`src/rtl/contador_lotes_garrafas_pkg.sv`:
```
// contador_lotes_garrafas_pkg: FSM state encodings and BCD digit width shared by the bottle/box counter.
package contador_lotes_garrafas_pkg;
  localparam int BCD_W = 4;
  typedef enum logic [1:0] {
    ESTADO_CONTANDO = 2'd0,
    ESTADO_FECHANDO = 2'd1,
    ESTADO_CHEIO    = 2'd2
  } estado_t;
endpackage

```
`src/rtl/contador_bcd.sv`:
```
// contador_bcd: next-value logic for a 2-digit BCD counter with inc, dec, clear and terminal compare.
module contador_bcd
  import contador_lotes_garrafas_pkg::*;
#(
  parameter int TERM = 99
) (
  input  logic [BCD_W-1:0] uni,
  input  logic [BCD_W-1:0] dez,
  input  logic             inc,
  input  logic             dec,
  input  logic             clr,
  output logic [BCD_W-1:0] prox_uni,
  output logic [BCD_W-1:0] prox_dez,
  output logic             no_term
);
  localparam logic [BCD_W-1:0] T_U = BCD_W'(TERM % 10);
  localparam logic [BCD_W-1:0] T_D = BCD_W'(TERM / 10);
  logic zero, sobe, desce;
  logic [BCD_W-1:0] up_u, up_d, dn_u, dn_d;
  always_comb begin
    no_term = uni == T_U && dez == T_D;
    zero = uni == '0 && dez == '0;
    sobe = inc && !dec;
    // decrement saturates at 00: there is nothing to borrow from
    desce = dec && !inc && !zero;
    up_u = uni == 4'd9 ? '0 : uni + 4'd1;
    up_d = uni == 4'd9 ? dez + 4'd1 : dez;
    dn_u = uni == '0 ? 4'd9 : uni - 4'd1;
    dn_d = uni == '0 ? dez - 4'd1 : dez;
    prox_uni = clr ? '0 : sobe ? up_u : desce ? dn_u : uni;
    prox_dez = clr ? '0 : sobe ? up_d : desce ? dn_d : dez;
  end
endmodule

```
`src/rtl/contador_lotes_garrafas.sv`:
```
// contador_lotes_garrafas: counts bottles per box in BCD, closes a box every LOTE bottles,
// counts closed boxes and freezes once MAX_LOTES boxes are done.
module contador_lotes_garrafas
  import contador_lotes_garrafas_pkg::*;
#(
  parameter int LOTE      = 12,
  parameter int MAX_LOTES = 99
) (
  input  logic             CLOCK,
  input  logic             RESET,
  input  logic             incremento,
  input  logic             descarte,
  input  logic             habilita,
  output logic [BCD_W-1:0] unidades,
  output logic [BCD_W-1:0] dezenas,
  output logic [BCD_W-1:0] lotes_uni,
  output logic [BCD_W-1:0] lotes_dez,
  output logic             lote_pronto,
  output logic             lotes_cheio
);
  estado_t estado;
  logic aceita, inc_ok, dec_ok, fim_lote, fim_lotes, fecha, cheio_prox;
  logic [BCD_W-1:0] prox_uni, prox_dez, prox_lu, prox_ld;
  assign aceita     = habilita && estado != ESTADO_CHEIO;
  assign inc_ok     = aceita && incremento && !descarte;
  assign dec_ok     = aceita && descarte && !incremento;
  assign fecha      = inc_ok && fim_lote;
  assign cheio_prox = fecha && fim_lotes;
  contador_bcd #(.TERM(LOTE - 1)) u_garrafas (
    .uni(unidades), .dez(dezenas), .inc(inc_ok), .dec(dec_ok), .clr(fecha),
    .prox_uni(prox_uni), .prox_dez(prox_dez), .no_term(fim_lote)
  );
  contador_bcd #(.TERM(MAX_LOTES - 1)) u_lotes (
    .uni(lotes_uni), .dez(lotes_dez), .inc(fecha), .dec(1'b0), .clr(1'b0),
    .prox_uni(prox_lu), .prox_dez(prox_ld), .no_term(fim_lotes)
  );
  always_ff @(posedge CLOCK or negedge RESET) begin
    if (!RESET) begin
      estado      <= ESTADO_CONTANDO;
      unidades    <= '0;
      dezenas     <= '0;
      lotes_uni   <= '0;
      lotes_dez   <= '0;
      lote_pronto <= 1'b0;
      lotes_cheio <= 1'b0;
    end else begin
      estado      <= cheio_prox ? ESTADO_CHEIO : fecha ? ESTADO_FECHANDO :
                     estado == ESTADO_CHEIO ? ESTADO_CHEIO : ESTADO_CONTANDO;
      unidades    <= prox_uni;
      dezenas     <= prox_dez;
      lotes_uni   <= prox_lu;
      lotes_dez   <= prox_ld;
      lote_pronto <= fecha;
      lotes_cheio <= cheio_prox || estado == ESTADO_CHEIO;
    end
  end
endmodule

```
`config.mk`:
```
export PLATFORM = sky130hd
export DESIGN_NAME = contador_lotes_garrafas
export DESIGN_NICKNAME = d
export VERILOG_FILES = /design/src/rtl/contador_lotes_garrafas_pkg.sv /design/src/rtl/contador_bcd.sv /design/src/rtl/contador_lotes_garrafas.sv
export SDC_FILE = /design/constraint.sdc
export NUM_CORES = 1
export LEC_CHECK = 0
export CORE_ASPECT_RATIO = 0.8
export CORE_MARGIN = 1.5
export CORE_UTILIZATION = 46
export DETAILED_ROUTE_END_ITERATION = 10
export PLACE_DENSITY = 0.74
export SLEW_MARGIN = 20
export SYNTH_ARGS = -nofsm -noshare
export SYNTH_HDL_FRONTEND = slang
export SYNTH_SLANG_ARGS = --single-unit
```
`constraint.sdc`:
```
create_clock -name CLOCK -period 1.7 [get_ports CLOCK]
set_input_delay 0.51 -clock CLOCK [delete_from_list [all_inputs] [get_ports CLOCK]]
set_output_delay 0.51 -clock CLOCK [all_outputs]
set_load 0.01 [all_outputs]
```
==> results.toml, run 1 <==
[global_routing]
grt_max_degree = 21
gr-total-overflow = 0
grt_usage = 0.254
antenna_found_initial = 0
grt_pass1_vias = 1215
grt_pass1_wl_um = 5830

[route]
drt_wl_total_um = 4700
final_antenna_net_count = 0
wire_per_inst_um = 19.7
viasPerCell = 6.05
route.vias.total = 1440
drc = 0
drtPass1Iterations = 5
initialDrtViolationCount = 88

[worst_setup_path]
worstPathCellList = "inv_2, ha_4, or3b_4, a21o_1, o21ai_4, mux2_4"
critPathMaxFanout = 5
critPathTopFamily = "flip-flops"
critPathKind = "flop to flop"
reg2reg_slack_ns = -0.25
critPathSlowestCell = "dfrtp_2"
cp-start-kind = "flop"
cp.required_ns = 1.90
worstPathArrival_ns = 2.15
max_stage_delay_ns = 0.46
path_buf_inv = 1
critPathCaptureType = "flop"

[layout]
antenna_cells = 0
nets = 218
design_area_mm2 = 0.00212
final_cells = 238
areaGrowthSynthToFinish_pct = 70.3
final_cell_mix = "buf_4 (40), dfrtp_1 (17), dlygate4sd2_1 (11)"
final_common_cell = "buf_4"
drive_above_1_share = 0.465

[sta]
rsz0062_at_grt = "true"
post-route-min-period_ns = 1.95
finalSetupTns_ns = -1.77
layout_setup_ws_ns = -0.247
setup_violations = 17
max_freq_mhz = 514
slew_violations = 0
relSlewSlack = 0.676
final_hold_viol_count = 0
fin_skew_ns = 0.0123
tightest_slew_ns = 0.480
whs_ns = 0.499
timing.final.crit_share = 1.15

[yosys]
netlist_area_mm2 = 0.00125
syn_nets = 145
syn_area_per_cell_um2 = 9.59
yosysWarnings = 0
ys_ff_latch = 20
yosysUniqueCellTypes = 40
seq_area_frac_synth = 0.402
synthCells = 130

[clocking]
clk_latency_ns = 0.32
cts_tree = "done"
cts_buffer_depth = 2
clockRootBuffer = "clkbuf_4"
clkTransAtPathRegs_ns = 0.13
cts_sinks = 20
cts_buffers = 3
cts_htree_levels = 1

[power_and_ir_drop]
ir_worst_vdd_v = 0.000865
p_leak_nw = 1.03
p_per_area_mw_per_mm2 = 425

[flow_run]
max_cap_violations = 0

[outcome]
status = "complete, but fails checks"
violations = "setup timing"

[place]
hpwl_um = 2470
port_buffers = 22
place.gp.congestion = 0.951
place_ws_ns = -0.425
dp_cells = 215
place_area_mm2 = 0.00174

[floorplan]
die_h_um = 49.6
dieArea_mm2 = 0.00303
core_mm2 = 0.00250
dieWidth_um = 61.2
placementRows = 16
start_util = 0.498
pin_count = 23

[hold_path]
min_path_type = "flop to flop"
==> metrics by stage <==
step	util	total power, mW
floorplan	-	0.487
CTS	0.770	0.894
finish	0.848	0.902
global placement	0.696	0.509
detailed placement	0.696	0.509
global route	0.848	0.920
==> cell families after synthesis <==
| kind of cell | Yosys count | share of synthesized area |
|---|---|---|
| flip-flops | 20 | 0.402 |
| multiplexers | 3 | 0.0251 |
| buffers and inverters | 9 | 0.0351 |
| adder cells (fa/ha/maj) | 10 | 0.100 |
| AO/OA/AOI/OAI | 30 | 0.165 |
| XOR/XNOR | 5 | 0.0351 |
| AND/OR/NAND/NOR | 53 | 0.238 |
==> repair_timing <==
item / 4_1_cts / 5_1_grt
hold endpoints to repair: 0 / 0
hold buffers: 0 / 0
setup endpoints to repair: 31 / 25
pin swaps: 7 / 14
cloned: 0 / 0
gates resized for setup: 38 / 41
buffers inserted: 12 / 7
==> layout make-up <==
cell class                      instances  area (um2)
Multi-Input combinational cell        101         897
Tap cell                               36        45.0
Sequential cell                        20         504
Clock buffer                            3        22.5
Fill cell                             130         380
Clock inverter                          1        30.0
Inverter                                6        25.0
Timing Repair Buffer                   71         598
==> metal layers <==
metal | GRT usage | up-vias | routed length [um]
met2 | 0.371 | 104 | 2210
met1 | 0.385 | 688 | 1860
li1 | - | 617 | -
met4 | 0.0254 | 0 | 229
met5 | 0 | - | 0
met3 | 0.0709 | 31 | 402
==> state kept, by name, summed over array words and instances (netlist names) <==
name         cells
estado           2
unidades         4
lotes_cheio      1
lotes_dez        4
dezenas          4
lote_pronto      1
lotes_uni        4
==> Yosys cell counts, drive strengths merged <==
master | instances | area, um2
dfrtp | 20 | 500
nand2 | 11 | 43.8
ha | 10 | 125
nand3 | 9 | 45.0
nor2 | 9 | 33.8
o21ai | 7 | 46.3
a21oi | 6 | 30.0
inv | 6 | 22.5
nor2b | 5 | 31.3
a31oi | 4 | 25.0
nand3b | 4 | 30.0
xnor2 | 4 | 35.0
buf | 3 | 21.3
o211ai | 3 | 22.5
a21o | 2 | 15.0
and3 | 2 | 12.5
mux2i | 2 | 20.0
nand4 | 2 | 12.5
nor3b | 2 | 15.0
nor4bb | 2 | 20.0
or3 | 2 | 12.5
a211oi | 1 | 7.51
a21boi | 1 | 7.51
a22oi | 1 | 7.51
and3b | 1 | 8.76
mux2 | 1 | 11.3
nand2b | 1 | 6.26
nand4b | 1 | 8.76
nor3 | 1 | 5.00
o2111ai | 1 | 8.76
o22a | 1 | 8.76
o2bb2ai | 1 | 8.76
o311a | 1 | 10.0
o31ai | 1 | 7.51
or3b | 1 | 11.3
xor2 | 1 | 8.76
==> final timing paths <==
kind                            cells after the start         start            to
worst max-delay path                                6   unidades[0]    dezenas[1]
worst min-delay path                                1  lotes_dez[3]  lotes_dez[3]
worst max register to register                      6   unidades[0]    dezenas[1]
worst min register to register                      1  lotes_dez[3]  lotes_dez[3]
max in group asynchronous                           2         RESET    dezenas[2]
min in group asynchronous                           2         RESET  lotes_uni[2]
==> power breakdown <==
| group | switching (mW) | internal [mW] |
|---|---|---|
| clock network | 0.162 | 0.239 |
| logic | 0.0147 | 0.0114 |
| registers | 0 | 0.476 |
| total | 0.177 | 0.726 |
==> worst reg2reg max path, cell delays in order, from the launching register on <==
cell,delay (ns)
dfrtp_2,0.46
inv_2,0.09
ha_4,0.13
or3b_4,0.38
a21o_1,0.21
o21ai_4,0.24
mux2_4,0.34
Note: power is estimated with default switching activity, not from simulation.
==> inputs of run 2 (changes only) <==
--- a/config.mk
+++ b/config.mk
@@ -5,10 +5,11 @@
 export SDC_FILE = /design/constraint.sdc
 export NUM_CORES = 1
 export LEC_CHECK = 0
-export CORE_ASPECT_RATIO = 0.8
+export CORE_ASPECT_RATIO = 1.75
 export CORE_MARGIN = 1.5
 export CORE_UTILIZATION = 46
 export DETAILED_ROUTE_END_ITERATION = 10
+export GPL_TIMING_DRIVEN = 0
 export PLACE_DENSITY = 0.74
 export SLEW_MARGIN = 20
 export SYNTH_ARGS = -nofsm -noshare
==> run 2 against run 1 <==
The run still ends with setup timing left. First-iteration DRC count decreased by 43%. Sequential share of layout area is 0.65 points higher. Fmax is 2.7% higher. Clock skew is 0.0097 ns lower. Critical path depth did not move. Largest cell class unchanged. Largest power group is now the clock network.
==> results.toml, run 2 (synthesized netlist as in run 1, its figures left out) <==
[clocking]
clkTransAtPathRegs_ns = 0.08
cts_buffer_depth = 2
cts_buffers = 3
cts_sinks = 20
cts_tree = "done"
clk_latency_ns = 0.27
cts_hold_buf = 0
cts_htree_levels = 1
clockRootBuffer = "clkbuf_8"

[power_and_ir_drop]
p_int_mw = 0.801
combPwrFrac = 0.028
p_per_area_mw_per_mm2 = 474
ir_worst_vdd_v = 0.000596
p_clk_frac = 0.492
p_leak_nw = 1.00
swShare = 0.190
power.share.sequential = 0.481
switching_power_mw = 0.188

[flow_run]
max_cap_violations = 0

[worst_setup_path]
critPathMaxFanout = 5
cp.required_ns = 1.86
cp-start-kind = "flop"
critPathCaptureType = "flop"
worstPathArrival_ns = 2.06
critPathKind = "flop to flop"

[route]
initialDrtViolationCount = 50
drt_wl_total_um = 4030
route.vias.total = 1322
wire_per_inst_um = 18.3
drc = 0
drtPass1Iterations = 4
final_antenna_net_count = 0
viasPerCell = 6.01

[global_routing]
grt_pass1_vias = 1315
grt_max_degree = 21
antenna_found_initial = 0
gr-total-overflow = 0
grt_usage = 0.271
grt_pass1_wl_um = 6250

[layout]
drive_above_1_share = 0.433
nets = 210
antenna_cells = 0
final_cell_mix = "buf_4 (34), dfrtp_1 (13), dlygate4sd2_1 (11)"
areaGrowthSynthToFinish_pct = 67.4
final_common_cell = "buf_4"
fillers = 146

[place]
place.gp.congestion = 0.849
hpwl_um = 2250
port_buffers = 22
place_ws_ns = -0.672

[sta]
setup_violations = 9
layout_setup_ws_ns = -0.196
max_freq_mhz = 528
finalSetupTns_ns = -0.907
timing.final.crit_share = 1.12
rsz0062_at_grt = "true"
post-route-min-period_ns = 1.90
fin_skew_ns = 0.00255
tightest_slew_ns = 0.921
final_hold_viol_count = 0
slew_violations = 0
relSlewSlack = 0.384
whs_ns = 0.489

[outcome]
violations = "setup timing"
status = "complete, but fails checks"

[floorplan]
dieWidth_um = 42.3
core_mm2 = 0.00252
start_util = 0.494
die_h_um = 71.9
placementRows = 24
pin_count = 23
dieArea_mm2 = 0.00304

[hold_path]
min_path_type = "flop to flop"
## run 2: worst paths after layout
check / startpoint / to / slack [ns] / cells after the start
worst max-delay path: unidades[1] / dezenas[1] / -0.20 / 6
worst min-delay path: lotes_dez[3] / lotes_dez[3] / 0.49 / 1
worst max register to register: unidades[1] / dezenas[1] / -0.20 / 6
worst min register to register: lotes_dez[3] / lotes_dez[3] / 0.49 / 1
max in group asynchronous: RESET / unidades[0] / 0.32 / 1
min in group asynchronous: RESET / unidades[2] / 0.75 / 1
## run 2: metal layers
metal  global-route usage  up-vias  wire length [um]
met3               0.0277       21               167
li1                     -      605                 -
met2                0.492       50              2200
met5                    0        -                 0
met4                0.167        0               238
met1                0.292      646              1420
## run 2: final cells by class
class | count | area, um2 | share of cell area
timing repair buffer | 60 | 508 | 0.244
buffer | 3 | 27.5 | 0.0132
clock inverter | 1 | 30.0 | 0.0144
sequential | 20 | 509 | 0.244
inverter | 6 | 25.0 | 0.0120
multi-input combinational | 101 | 912 | 0.437
clock buffer | 3 | 41.3 | 0.0198
tap | 26 | 32.5 | 0.0156
## run 2: power by group through the flow
stage / clock network, mW / registers [mW] / logic [mW]
global route: 0.503 / 0.475 / 0.0307
global placement: 0 / 0.485 / 0.0220
floorplan: 0 / 0.485 / 0.00178
finish: 0.486 / 0.475 / 0.0276
detailed placement: 0 / 0.485 / 0.0230
CTS: 0.490 / 0.475 / 0.0274
## run 2: worst max-delay path, cell delays in order, from the launching register on
cell     delay, ns
dfrtp_2       0.43
inv_4         0.09
ha_4          0.14
or3b_4        0.39
a21o_1        0.19
o21ai_4       0.22
mux2_4        0.32
## run 2: timing repair
item,in CTS,in global routing
resized for setup,47,19
pin swaps,13,8
gates cloned,1,0
setup buffers,33,4
hold endpoints to repair,0,0
setup endpoints to repair,30,21
## run 2: through the flow
stage,instances,area [um2],power [mW],util
after detailed placement,178,1520,0.508,0.604
after floorplan,130,1270,0.487,-
final,220,2090,0.989,0.827
after global routing,220,2090,1.01,0.827
after CTS,216,1970,0.992,0.779
after global placement,178,1520,0.507,0.604
